### src/rtl/mag_timer.sv
// rtl/mag_timer.sv - MM:SS BCD cook-time countdown with optional end-of-cook alarm (MAG_TIMER_ALARM_EN)
module mag_timer #(
  parameter int TICK_DIV    = 100,
  parameter int ALARM_TICKS = 3
) (
  input  logic       clk,
  input  logic       resetn,
  input  logic       clearn,
  input  logic       mag_on,
  input  logic       key_valid,
  input  logic [3:0] key_digit,
  output logic [3:0] min_tens,
  output logic [3:0] min_ones,
  output logic [3:0] sec_tens,
  output logic [3:0] sec_ones,
  output logic       timer_done,
  output logic       alarm
);

  localparam int PW = $clog2(TICK_DIV);

  logic [PW-1:0] presc;
  logic          count_zero;
  logic          key_ok;
  logic          alarm_run;
  logic          run;
  logic          tick;
  logic          dec;
  logic          dec_to_zero;
  logic [3:0]    n_mt, n_mo, n_st, n_so;

  assign count_zero = (min_tens == 4'd0) && (min_ones == 4'd0) &&
                      (sec_tens == 4'd0) && (sec_ones == 4'd0);
  assign timer_done = count_zero;

  // Keypad digits are only accepted while the magnetron is off and the digit is BCD.
  assign key_ok = key_valid && !mag_on && (key_digit <= 4'd9);

  // The prescaler advances while cooking a nonzero count, or while an alarm is sounding.
  assign run  = (mag_on && !count_zero) || alarm_run;
  assign tick = run && (presc == PW'(TICK_DIV - 1));
  assign dec  = tick && !count_zero;

  // BCD decrement with borrow; only used when the count is nonzero.
  always_comb begin
    n_mt = min_tens;
    n_mo = min_ones;
    n_st = sec_tens;
    n_so = sec_ones;
    if (sec_ones != 4'd0) begin
      n_so = sec_ones - 4'd1;
    end else begin
      n_so = 4'd9;
      if (sec_tens != 4'd0) begin
        n_st = sec_tens - 4'd1;
      end else begin
        n_st = 4'd5;
        if (min_ones != 4'd0) begin
          n_mo = min_ones - 4'd1;
        end else begin
          n_mo = 4'd9;
          n_mt = min_tens - 4'd1;
        end
      end
    end
  end

  assign dec_to_zero = (n_mt == 4'd0) && (n_mo == 4'd0) && (n_st == 4'd0) && (n_so == 4'd0);

  // Digit registers: reset/clear, then keypad shift-in, then tick decrement.
  always_ff @(posedge clk) begin
    if (!resetn || !clearn) begin
      min_tens <= 4'd0;
      min_ones <= 4'd0;
      sec_tens <= 4'd0;
      sec_ones <= 4'd0;
    end else if (key_ok) begin
      min_tens <= min_ones;
      min_ones <= sec_tens;
      sec_tens <= sec_ones;
      sec_ones <= key_digit;
    end else if (dec) begin
      min_tens <= n_mt;
      min_ones <= n_mo;
      sec_tens <= n_st;
      sec_ones <= n_so;
    end
  end

  // One-second prescaler; holds when not running so a pause keeps the partial second.
  always_ff @(posedge clk) begin
    if (!resetn || !clearn) begin
      presc <= '0;
    end else if (key_ok) begin
      presc <= '0;
    end else if (run) begin
      presc <= tick ? '0 : presc + PW'(1);
    end
  end

`ifdef MAG_TIMER_ALARM_EN
  localparam int AW = (ALARM_TICKS > 1) ? $clog2(ALARM_TICKS) : 1;

  logic          alarm_q;
  logic [AW-1:0] alarm_cnt;

  assign alarm_run = alarm_q;
  assign alarm     = alarm_q;

  // Alarm sounds for ALARM_TICKS ticks after counting down to zero; any key cancels it.
  always_ff @(posedge clk) begin
    if (!resetn || !clearn) begin
      alarm_q   <= 1'b0;
      alarm_cnt <= '0;
    end else if (key_valid) begin
      alarm_q   <= 1'b0;
      alarm_cnt <= '0;
    end else if (dec && dec_to_zero) begin
      alarm_q   <= 1'b1;
      alarm_cnt <= '0;
    end else if (alarm_q && tick) begin
      if (alarm_cnt == AW'(ALARM_TICKS - 1)) begin
        alarm_q   <= 1'b0;
        alarm_cnt <= '0;
      end else begin
        alarm_cnt <= alarm_cnt + AW'(1);
      end
    end
  end
`else
  logic unused_alarm;

  assign alarm_run    = 1'b0;
  assign alarm        = 1'b0;
  assign unused_alarm = dec_to_zero ^ (ALARM_TICKS != 0);
`endif

endmodule

### config.mk
export PLATFORM = sky130hd
export DESIGN_NAME = mag_timer
export DESIGN_NICKNAME = d
export VERILOG_FILES = /design/src/rtl/mag_timer.sv
export SDC_FILE = /design/constraint.sdc
export NUM_CORES = 1
export LEC_CHECK = 0
export CELL_PAD_IN_SITES_DETAIL_PLACEMENT = 1
export CELL_PAD_IN_SITES_GLOBAL_PLACEMENT = 1
export CORE_MARGIN = 1.5
export CORE_UTILIZATION = 40
export DETAILED_ROUTE_END_ITERATION = 16
export HOLD_SLACK_MARGIN = 0.1
export PLACE_DENSITY = 0.92
export RECOVER_POWER = 100
export SYNTH_ARGS = -nofsm -noshare
export SYNTH_HDL_FRONTEND = slang
export SYNTH_SLANG_ARGS = --single-unit
### constraint.sdc
create_clock -name clk -period 4.59 [get_ports clk]
set_input_delay 0.6885 -clock clk [delete_from_list [all_inputs] [get_ports clk]]
set_output_delay 0.6885 -clock clk [all_outputs]
set_load 0.05 [all_outputs]
==> key figures, run 1 <==
Logic synthesis
  • Syn nets: 174
  • #FFs+latches synth: 23
  • Library cells used by synthesis: 47
  • Top_reg_cell synth: dfxtp_1
  • Fraction of registers with async set/reset: 0%
  • Syn avg cell area: 8.141 sq um
  • Sequential share of the synthesized area: 34.91%
  • Synth warn: 0
  • Post-Syn Instances: 162
  • Count of flip-flops with a built-in enable after synthesis: 0
  • Synthesized area: 1319 sq um

Worst setup path
  • Req. time, crit path: 3.90 ns
  • Setup Crit Path Kind: reg -> out
  • Reg2reg setup slack: 2.32 ns
  • Worst reg2reg path depth: 7
  • Worst setup EP type: output port
  • CP max FO: 15
  • Reg-to-reg endpoint: sec_ones[1]$_SDFFE_PP0P_
  • RR Startpoint: min_tens[0]$_SDFFE_PP0P_
  • Worst Setup Start Kind: register
  • Crit path DAT: 2.90 ns

Clock network
  • CTS tree: built
  • Clock Path Buffers: 2
  • Clk_lat worst skew: 0.32 ns
  • Hold-fix buffers, CTS: 0
  • CTS Buf Count: 3
  • Post-CTS setup buffer count: 0
  • CTS resizes: 0
  • CTS Sinks: 23
  • Root buf cell: clkbuf_4
  • Clock transition at path regs: 0.13 ns
  • CTS H-tree lvls: 1

Power
  • PnR Total Power: 0.3341 mW
  • Clock share of power: 29.2%
  • P_int: 0.2473 mW
  • Power Density: 206.3 nW/um^2
  • Sequential share of power: 60.7%
  • Net Sw Frac: 25.97%
  • Comb power frac: 10.1%
  • Leakage: 0.6089 nW
  • Psw: 0.08677 mW
  • Max VDD drop: 0.1522 mV

Floorplanning
  • Die Height: 60.42 um
  • Io pins: 27
  • Cell Rows: 20
  • Core area: 3103 sq um
  • Die X: 60.42 um
  • Initial Util: 42.50%
  • Die ar.: 3651 sq um

Hold path
  • Worst min-delay path class: reg -> reg
  • Min-Delay Startpoint: presc[6]$_SDFFE_PP0P_
  • Hold path depth: 1
  • Hold Path Sink: presc[6]$_SDFFE_PP0P_

Global routing
  • Largest net degree at the start of global routing: 19
  • First-pass GRT wire length: 6120 um
  • Initial antenna violation count: 0
  • Vias in the first global route: 1364
  • Overall routing resource usage: 21.96%
  • Global route total overflow: 0

Detailed routing
  • Drt drc: 0
  • 1st-iter DRT viols: 49
  • Post-route ant nets: 0
  • Routed vias/inst: 5.461
  • DR pass1 iterations: 4
  • Routed WL per cell: 15.59 um
  • Vias: 1256
  • WL final: 3586 um

Timing
  • Hold Vio Cnt, Final: 0
  • Final setup fails: 0
  • F_max: 0.2786 GHz
  • Setup TNS: 0 ns
  • Final Cycle Share: 78.21%
  • Worst-Margin Slew: 1.011 ns
  • Setup ws final: 1.000 ns
  • Slew Limit Fails: 0
  • Max_slew headroom: 32.38%
  • Period minus WS final: 3.590 ns
  • RSZ-0062 raised after global routing: no
  • Clk_skew: 0.01069 ns

Cells and area
  • Fillers: 400
  • Area grow syn2layout: 22.77%
  • Layout Nets: 199
  • Ant diodes: 0
  • Final Util: 52.18%
  • Finished Cell Area: 1619 sq um
  • Layout cell share with drive strength beyond 1: 5.914%

Placed design
  • Placed Instance Area: 1599 sq um
  • Placer Congestion: 0.7785
  • Port Buffer Count: 25
  • Setup WS pre-CTS: 1.402 ns
  • DPL Wire Length: 2823 um

Status
  • Status: finished, final reports clean

Job
  • Max-Cap Viols: 0
-- worst max-delay path by stage --
stage | to | startpoint | depth (start not counted)
after floorplan | timer_done | min_tens[0]$_SDFFE_PP0P_ | 6
after global placement | timer_done | min_tens[0]$_SDFFE_PP0P_ | 5
after detailed placement | timer_done | min_tens[0]$_SDFFE_PP0P_ | 5
after CTS | timer_done | min_tens[0]$_SDFFE_PP0P_ | 5
after global routing | timer_done | min_tens[0]$_SDFFE_PP0P_ | 5
final | timer_done | min_tens[0]$_SDFFE_PP0P_ | 5
-- per-layer routing --
metal / up-vias / track usage [%] / part of all wire, %
met2: 19 / 43.01 / 52
li1: 629 / - / -
met5: - / 0 / 0
met4: 0 / 2.795 / 0.42
met3: 2 / 4.904 / 3.3
met1: 606 / 24.77 / 44
-- power by group through the flow --
stage	Clock (mW)	Sequential (mW)	Combinational (mW)
floorplan	0	0.210	0.0191
global placement	0	0.207	0.0339
detailed placement	0	0.207	0.0350
CTS	0.100	0.203	0.0351
global route	0.110	0.203	0.0363
finish	0.0976	0.203	0.0338
-- cell usage after synthesis, types with 2 or more instances --
cell      count  area (sq um)
nand2_1      25         93.84
dfxtp_1      23         460.4
nor2_1       18         67.56
a21oi_1       8         40.04
nand3_1       8         40.04
o21ai_1       7         35.03
mux2i_1       5         50.05
nor3_1        5         25.02
o21ai_0       5         25.02
xnor2_1       5         43.79
a211oi_1      4         30.03
nor2b_1       4         25.02
ha_1          3         37.54
nand4_1       3         18.77
buf_2         2         10.01
clkbuf_1      2         7.510
inv_1         2         7.510
nand3b_1      2         15.01
nor4_2        2         25.02
or3b_1        2         17.52
-- sequential cells by signal, indices dropped and copies added, names as in the netlist --
signal / count
presc: 7
min_ones: 4
sec_tens: 4
sec_ones: 4
min_tens: 4
-- critical path, cell delays in order (launching register included) --
cell and delay (ns):
dfxtp_1 0.37, inv_1 0.10, ha_1 0.15, or3b_1 0.44
and4b_1 0.58, dlygate4sd3_1 0.94
-- layout by cell type, fill, tap and decap left out, drive strengths merged, types with 5 or more instances in the layout --
cell,instances
o21ai,12
nand2,25
nor3,6
clkdlybuf4s50,7
dlygate4sd3,18
dfxtp,23
a21oi,8
mux2i,5
nand3,8
xnor2,5
nor2,18
-- through the flow --
step / std cells / hold WS (ns)
2_1_floorplan: 162 / 0.4265
3_3_place_gp: 226 / 0.4509
3_5_place_dp: 226 / 0.4551
4_1_cts: 230 / 0.4800
5_1_grt: 230 / 0.5085
6_report: 230 / 0.4777
-- final cells by class --
cell class	instances	area (sq um)	share of cell area (%)
Multi-Input combinational cell	132	819.5	50.62
Inverter	2	7.507	0.4637
Clock buffer	4	26.28	1.623
Sequential cell	23	460.4	28.44
Tap cell	44	55.05	3.400
Timing Repair Buffer	25	250.2	15.46
-- kinds of logic (layout without fill, tap and decap cells) --
group / Yosys count / count (layout) / share of synthesized area, %
AO/OA/AOI/OAI: 31 / 31 / 14.52
XOR/XNOR: 6 / 6 / 3.985
adder cells (fa/ha/maj): 3 / 3 / 2.847
buffers and inverters: 7 / 31 / 2.467
flip-flops: 23 / 23 / 34.91
multiplexers: 5 / 5 / 3.795
other: 1 / 1 / 0.2844
AND/OR/NAND/NOR: 86 / 86 / 37.19
Power figures use the tool's default switching activity.
==> inputs of run 2 (changes only) <==
CORE_UTILIZATION = 33   (was 40)
PLACE_DENSITY = 0.82   (was 0.92)
clock period = 2.9 ns   (was 4.59 ns; I/O delays follow)
==> run 2 against run 1 <==
  * Sequential power rose by 58%
  * Worst hold slack worse by 0.0019 ns
  * Worst setup slack got worse by 0.69 ns
  * First-iteration DRC count did not move
  * Via count grew 1.1%
  * Non-clock buffer count increased by 2
  * Sequential share of layout area fell by 0.39 points
  * Wire length rose by 4.6%
  * Clock skew is 0.0094 ns lower
  * Flip-flop and latch count unchanged
  * Largest power group unchanged
==> key figures, run 2 (same netlist as run 1, synthesis figures left out) <==
Clock network
  • CTS resizes: 0
  • Clock Path Buffers: 2
  • Post-CTS setup buffer count: 0
  • Clk_lat worst skew: 0.27 ns
  • CTS Sinks: 23
  • Hold-fix buffers, CTS: 0
  • Root buf cell: clkbuf_8
  • Clock transition at path regs: 0.08 ns
  • CTS H-tree lvls: 1
  • CTS Buf Count: 3
  • CTS tree: built

Worst setup path
  • Setup Crit Path Kind: reg -> out
  • CP max FO: 15
  • Crit path DAT: 2.15 ns
  • Req. time, crit path: 2.47 ns
  • Worst Setup Start Kind: register
  • Worst setup EP type: output port

Floorplanning
  • Die Height: 66.22 um
  • Die X: 66.22 um
  • Initial Util: 35.23%
  • Die ar.: 4384 sq um
  • Cell Rows: 22
  • Io pins: 27
  • Core area: 3744 sq um

Detailed routing
  • Top sig layer: met4
  • Routed WL per cell: 15.89 um
  • DR pass1 iterations: 4
  • Routed vias/inst: 5.381
  • Drt drc: 0
  • 1st-iter DRT viols: 49
  • Met3 routed WL: 127 um
  • WL final: 3750 um
  • M1 wire length: 1690 um
  • Post-route ant nets: 0
  • Met2 WL post-DR: 1888 um
  • Vias: 1270

Cells and area
  • Final Util: 43.85%
  • Commonest non-fill, non-tap cell in the layout: nand2_1
  • Most frequent cells in the layout: nand2_1 (25), dfxtp_1 (23), nor2_1 (18)
  • Area grow syn2layout: 24.48%
  • Ant diodes: 0
  • Layout cell share with drive strength beyond 1: 4.787%
  • Largest register FFs: 7
  • Layout Nets: 201
  • Fillers: 483
  • Largest register by flop count: presc

Timing
  • Period minus WS final: 2.588 ns
  • Slew Limit Fails: 0
  • Max_slew headroom: 62.00%
  • RSZ-0062 raised after global routing: no
  • Final Cycle Share: 89.23%
  • Final setup fails: 0
  • Worst-Margin Slew: 0.5696 ns
  • Setup TNS: 0 ns
  • F_max: 0.3865 GHz
  • Hold Vio Cnt, Final: 0
  • Clk_skew: 0.001293 ns

Global routing
  • First-pass GRT wire length: 6423 um
  • Vias in the first global route: 1324
  • Overall routing resource usage: 18.94%
  • Global route total overflow: 0
  • Largest net degree at the start of global routing: 16
  • Initial antenna violation count: 0

Power
  • PnR Total Power: 0.5812 mW
  • Power Density: 354.0 nW/um^2
  • Leakage: 0.6091 nW
  • Max VDD drop: 0.1664 mV

Job
  • Max-Cap Viols: 0

Placed design
  • Placer Congestion: 0.8789
  • Port Buffer Count: 25
  • DPL Wire Length: 2848 um

Hold path
  • Worst min-delay path class: reg -> reg

Status
  • Status: finished, final reports clean
==> run 2: cell count changes in the layout (fill, tap and decap cells not counted), moves of 3 or more <==
cell      change
o21ai_1       +5
o21ai_0       -5
clkbuf_8      +3
clkbuf_4      -3
==> run 2: power by group <==
group | total, mW | internal [mW] | leakage [nW] | switching [mW]
logic | 0.0586 | 0.0235 | 0.401 | 0.0351
clock network | 0.202 | 0.0983 | 0.0228 | 0.104
registers | 0.320 | 0.317 | 0.185 | 0.00339
==> run 2: path summary, 6_finish.rpt <==
path | start | to | slack (ns) | depth (start not counted)
hold / removal | presc[6]$_SDFFE_PP0P_ | presc[6]$_SDFFE_PP0P_ | 0.48 | 1
setup reg to reg | min_tens[0]$_SDFFE_PP0P_ | sec_ones[1]$_SDFFE_PP0P_ | 0.55 | 7
hold reg to reg | presc[6]$_SDFFE_PP0P_ | presc[6]$_SDFFE_PP0P_ | 0.48 | 1
setup / recovery | min_tens[0]$_SDFFE_PP0P_ | timer_done | 0.31 | 5
==> run 2: critical path: stages (launching register included) <==
cell and delay [ns]:
dfxtp_1 0.35, inv_1 0.09, ha_1 0.13, or3b_1 0.43, and4b_1 0.66, buf_12 0.21
==> run 2: metrics by stage <==
step	instance area [sq um]	setup slack [ns]	hold WS, ns	std cells
6_report	1642	0.3123	0.4758	236
5_1_grt	1642	0.1409	0.4914	236
4_1_cts	1674	0.2655	0.4775	236
3_5_place_dp	1629	0.5211	0.4597	232
3_3_place_gp	1629	0.6010	0.4417	232
2_1_floorplan	1319	0.5929	0.4265	162
==> run 2: area by class of cell <==
cell class                 instances  area [sq um]  area share, %
tap                               48         60.06          3.659
multi-input combinational        132         797.0          48.55
sequential                        23         460.4          28.05
clock buffer                       4         45.04          2.744
timing repair buffer              27         271.5          16.54
inverter                           2         7.507         0.4573
==> run 2: layer usage <==
metal | GRT usage [%] | vias to the layer above
li1 | - | 633
met5 | 0 | -
met2 | 34.25 | 27
met3 | 4.259 | 4
met4 | 4.082 | 0
met1 | 22.60 | 606
==> inputs of run 3 (changes only) <==
CORE_ASPECT_RATIO = 0.9   (was default)
==> run 3 against run 2 <==
  * Global-route usage down 1.1 points
  * Power about the same
  * Largest power group unchanged
  * Worst hold slack worse by 0.010 ns
  * Cell count down 0.85%
  * Critical path type unchanged
  * Maximum frequency down 0.35%
  * Highest routed layer unchanged
  * Sequential share of layout area down 0.15 points
  * Core utilization down 0.23 points
  * Non-clock buffer count unchanged
==> key figures, run 3 (same netlist as run 1, synthesis figures left out) <==
Clock network
  • Root buf cell: clkbuf_8
  • CTS Sinks: 23
  • Clock transition at path regs: 0.08 ns
  • CTS resizes: 0
  • Clk_lat worst skew: 0.26 ns
  • Hold-fix buffers, CTS: 0
  • CTS Buf Count: 3
  • CTS tree: built
  • Clock Path Buffers: 2
  • Post-CTS setup buffer count: 0
  • CTS H-tree lvls: 1

Global routing
  • Initial antenna violation count: 0
  • Overall routing resource usage: 17.83%
  • Global route total overflow: 0
  • First-pass GRT wire length: 6354 um
  • Largest net degree at the start of global routing: 16
  • Vias in the first global route: 1314

Floorplanning
  • Core area: 3784 sq um
  • Io pins: 27
  • Die ar.: 4385 sq um
  • Initial Util: 34.85%
  • Die X: 69.64 um
  • Cell Rows: 21
  • Die Height: 62.97 um

Timing
  • Slew Limit Fails: 0
  • Final setup fails: 0
  • F_max: 0.3851 GHz
  • Max_slew headroom: 62.12%
  • Setup ws final: 0.3032 ns
  • Final Cycle Share: 89.55%
  • Worst-Margin Slew: 0.5677 ns
  • Worst hold slack: 0.4658 ns
  • Setup TNS: 0 ns
  • RSZ-0062 raised after global routing: no
  • Clk_skew: 0.003576 ns
  • Hold Vio Cnt, Final: 0
  • Period minus WS final: 2.597 ns

Worst setup path
  • Worst reg2reg path depth: 7
  • Crit path DAT: 2.16 ns
  • Worst Setup Start Kind: register
  • Buf+Inv Stages, Crit Path: 2
  • CP max FO: 15
  • CP peak stage delay: 0.66 ns
  • Reg2reg setup slack: 0.48 ns
  • Req. time, crit path: 2.47 ns
  • Setup Crit Path Kind: reg -> out
  • Worst setup EP type: output port
  • Critical path's slowest cell: and4b_1
  • RR Startpoint: min_tens[0]$_SDFFE_PP0P_
  • Critical path's top delay family: simple AND/OR/NAND/NOR gates
  • Reg-to-reg endpoint: sec_ones[1]$_SDFFE_PP0P_
  • CP Cell Sequence: inv_1 -> ha_1 -> or3b_1 -> and4b_1 -> buf_12

Power
  • Leakage: 0.6116 nW
  • Power Density: 352.1 nW/um^2
  • PnR Total Power: 0.5811 mW
  • Max VDD drop: 0.1293 mV

Cells and area
  • Fillers: 485
  • Area grow syn2layout: 25.14%
  • Finished Layout Cells: 234
  • Largest register FFs: 7
  • Finished Cell Area: 1650 sq um
  • Commonest non-fill, non-tap cell in the layout: nand2_1
  • Layout cell share with drive strength beyond 1: 5.851%
  • Layout Nets: 201
  • Most frequent cells in the layout: nand2_1 (25), dfxtp_1 (23), nor2_1 (18)
  • Largest register by flop count: presc
  • Ant diodes: 0
  • Final Util: 43.62%
  • Multi-input gate area in the final layout: 808.3 sq um
  • FF+latch area: 460.4 sq um

Hold path
  • Hold path depth: 1
  • Worst min-delay path class: reg -> reg
  • Hold Path Sink: presc[6]$_SDFFE_PP0P_
  • Min-Delay Startpoint: presc[6]$_SDFFE_PP0P_

Placed design
  • Port Buffer Count: 25
  • Placed Instance Area: 1627 sq um
  • DPL Wire Length: 2770 um
  • Placed cells: 230
  • Placer Congestion: 0.8420
  • Setup WS pre-CTS: 0.5193 ns

Detailed routing
  • Met2 WL post-DR: 1839 um
  • M1 wire length: 1682 um
  • Vias: 1288
  • Met3 routed WL: 140 um
  • DR pass1 iterations: 4
  • Routed vias/inst: 5.504
  • Routed WL per cell: 15.83 um
  • Drt drc: 0
  • Top sig layer: met4
  • 1st-iter DRT viols: 19
  • Post-route ant nets: 0
  • WL final: 3705 um

Status
  • Status: finished, final reports clean

Job
  • Max-Cap Viols: 0
run 3: cell counts in the layout (fill, tap and decap cells not counted):
No cell type changed its count.
run 3: layer usage:
layer / global-route usage, % / vias to the layer above
met5: 0 / -
met4: 6.731 / 0
met3: 2.581 / 4
met2: 31.13 / 28
met1: 22.20 / 625
li1: - / 631
run 3: power breakdown:
part / internal, mW / total (mW) / switching, mW
registers: 0.317 / 0.320 / 0.00341
clock network: 0.0981 / 0.202 / 0.103
logic: 0.0234 / 0.0591 / 0.0357
total: 0.439 / 0.581 / 0.142
run 3: worst max-delay path by stage:
stage                                   startpoint                        to  slack, ns  depth (start not counted)
after floorplan           min_tens[0]$_SDFFE_PP0P_     presc[4]$_SDFFE_PP0P_       0.59                          9
after global placement                      mag_on  sec_tens[2]$_SDFFE_PP0P_       0.57                          5
after detailed placement                    mag_on  sec_tens[2]$_SDFFE_PP0P_       0.52                          5
after CTS                 min_tens[0]$_SDFFE_PP0P_                timer_done       0.29                          5
after global routing      min_tens[0]$_SDFFE_PP0P_                timer_done       0.18                          5
final                     min_tens[0]$_SDFFE_PP0P_                timer_done       0.30                          5
run 3: worst reg2reg max path, delay by kind of cell (launching register included):
| family | cells | cell delay (ns) |
|---|---|---|
| multiplexers | 1 | 0.23 |
| adder cells (fa/ha/maj) | 1 | 0.14 |
| flip-flops | 1 | 0.35 |
| buffers and inverters | 1 | 0.11 |
| AO/OA/AOI/OAI | 1 | 0.09 |
| AND/OR/NAND/NOR | 3 | 1.38 |
run 3: area by class of cell:
cell class,count,area share [%]
clock buffers,4,2.729
repair buffers,27,16.45
well taps,46,3.487
flip-flops and latches,23,27.90
inverters,2,0.4549
multi-input cells,132,48.98
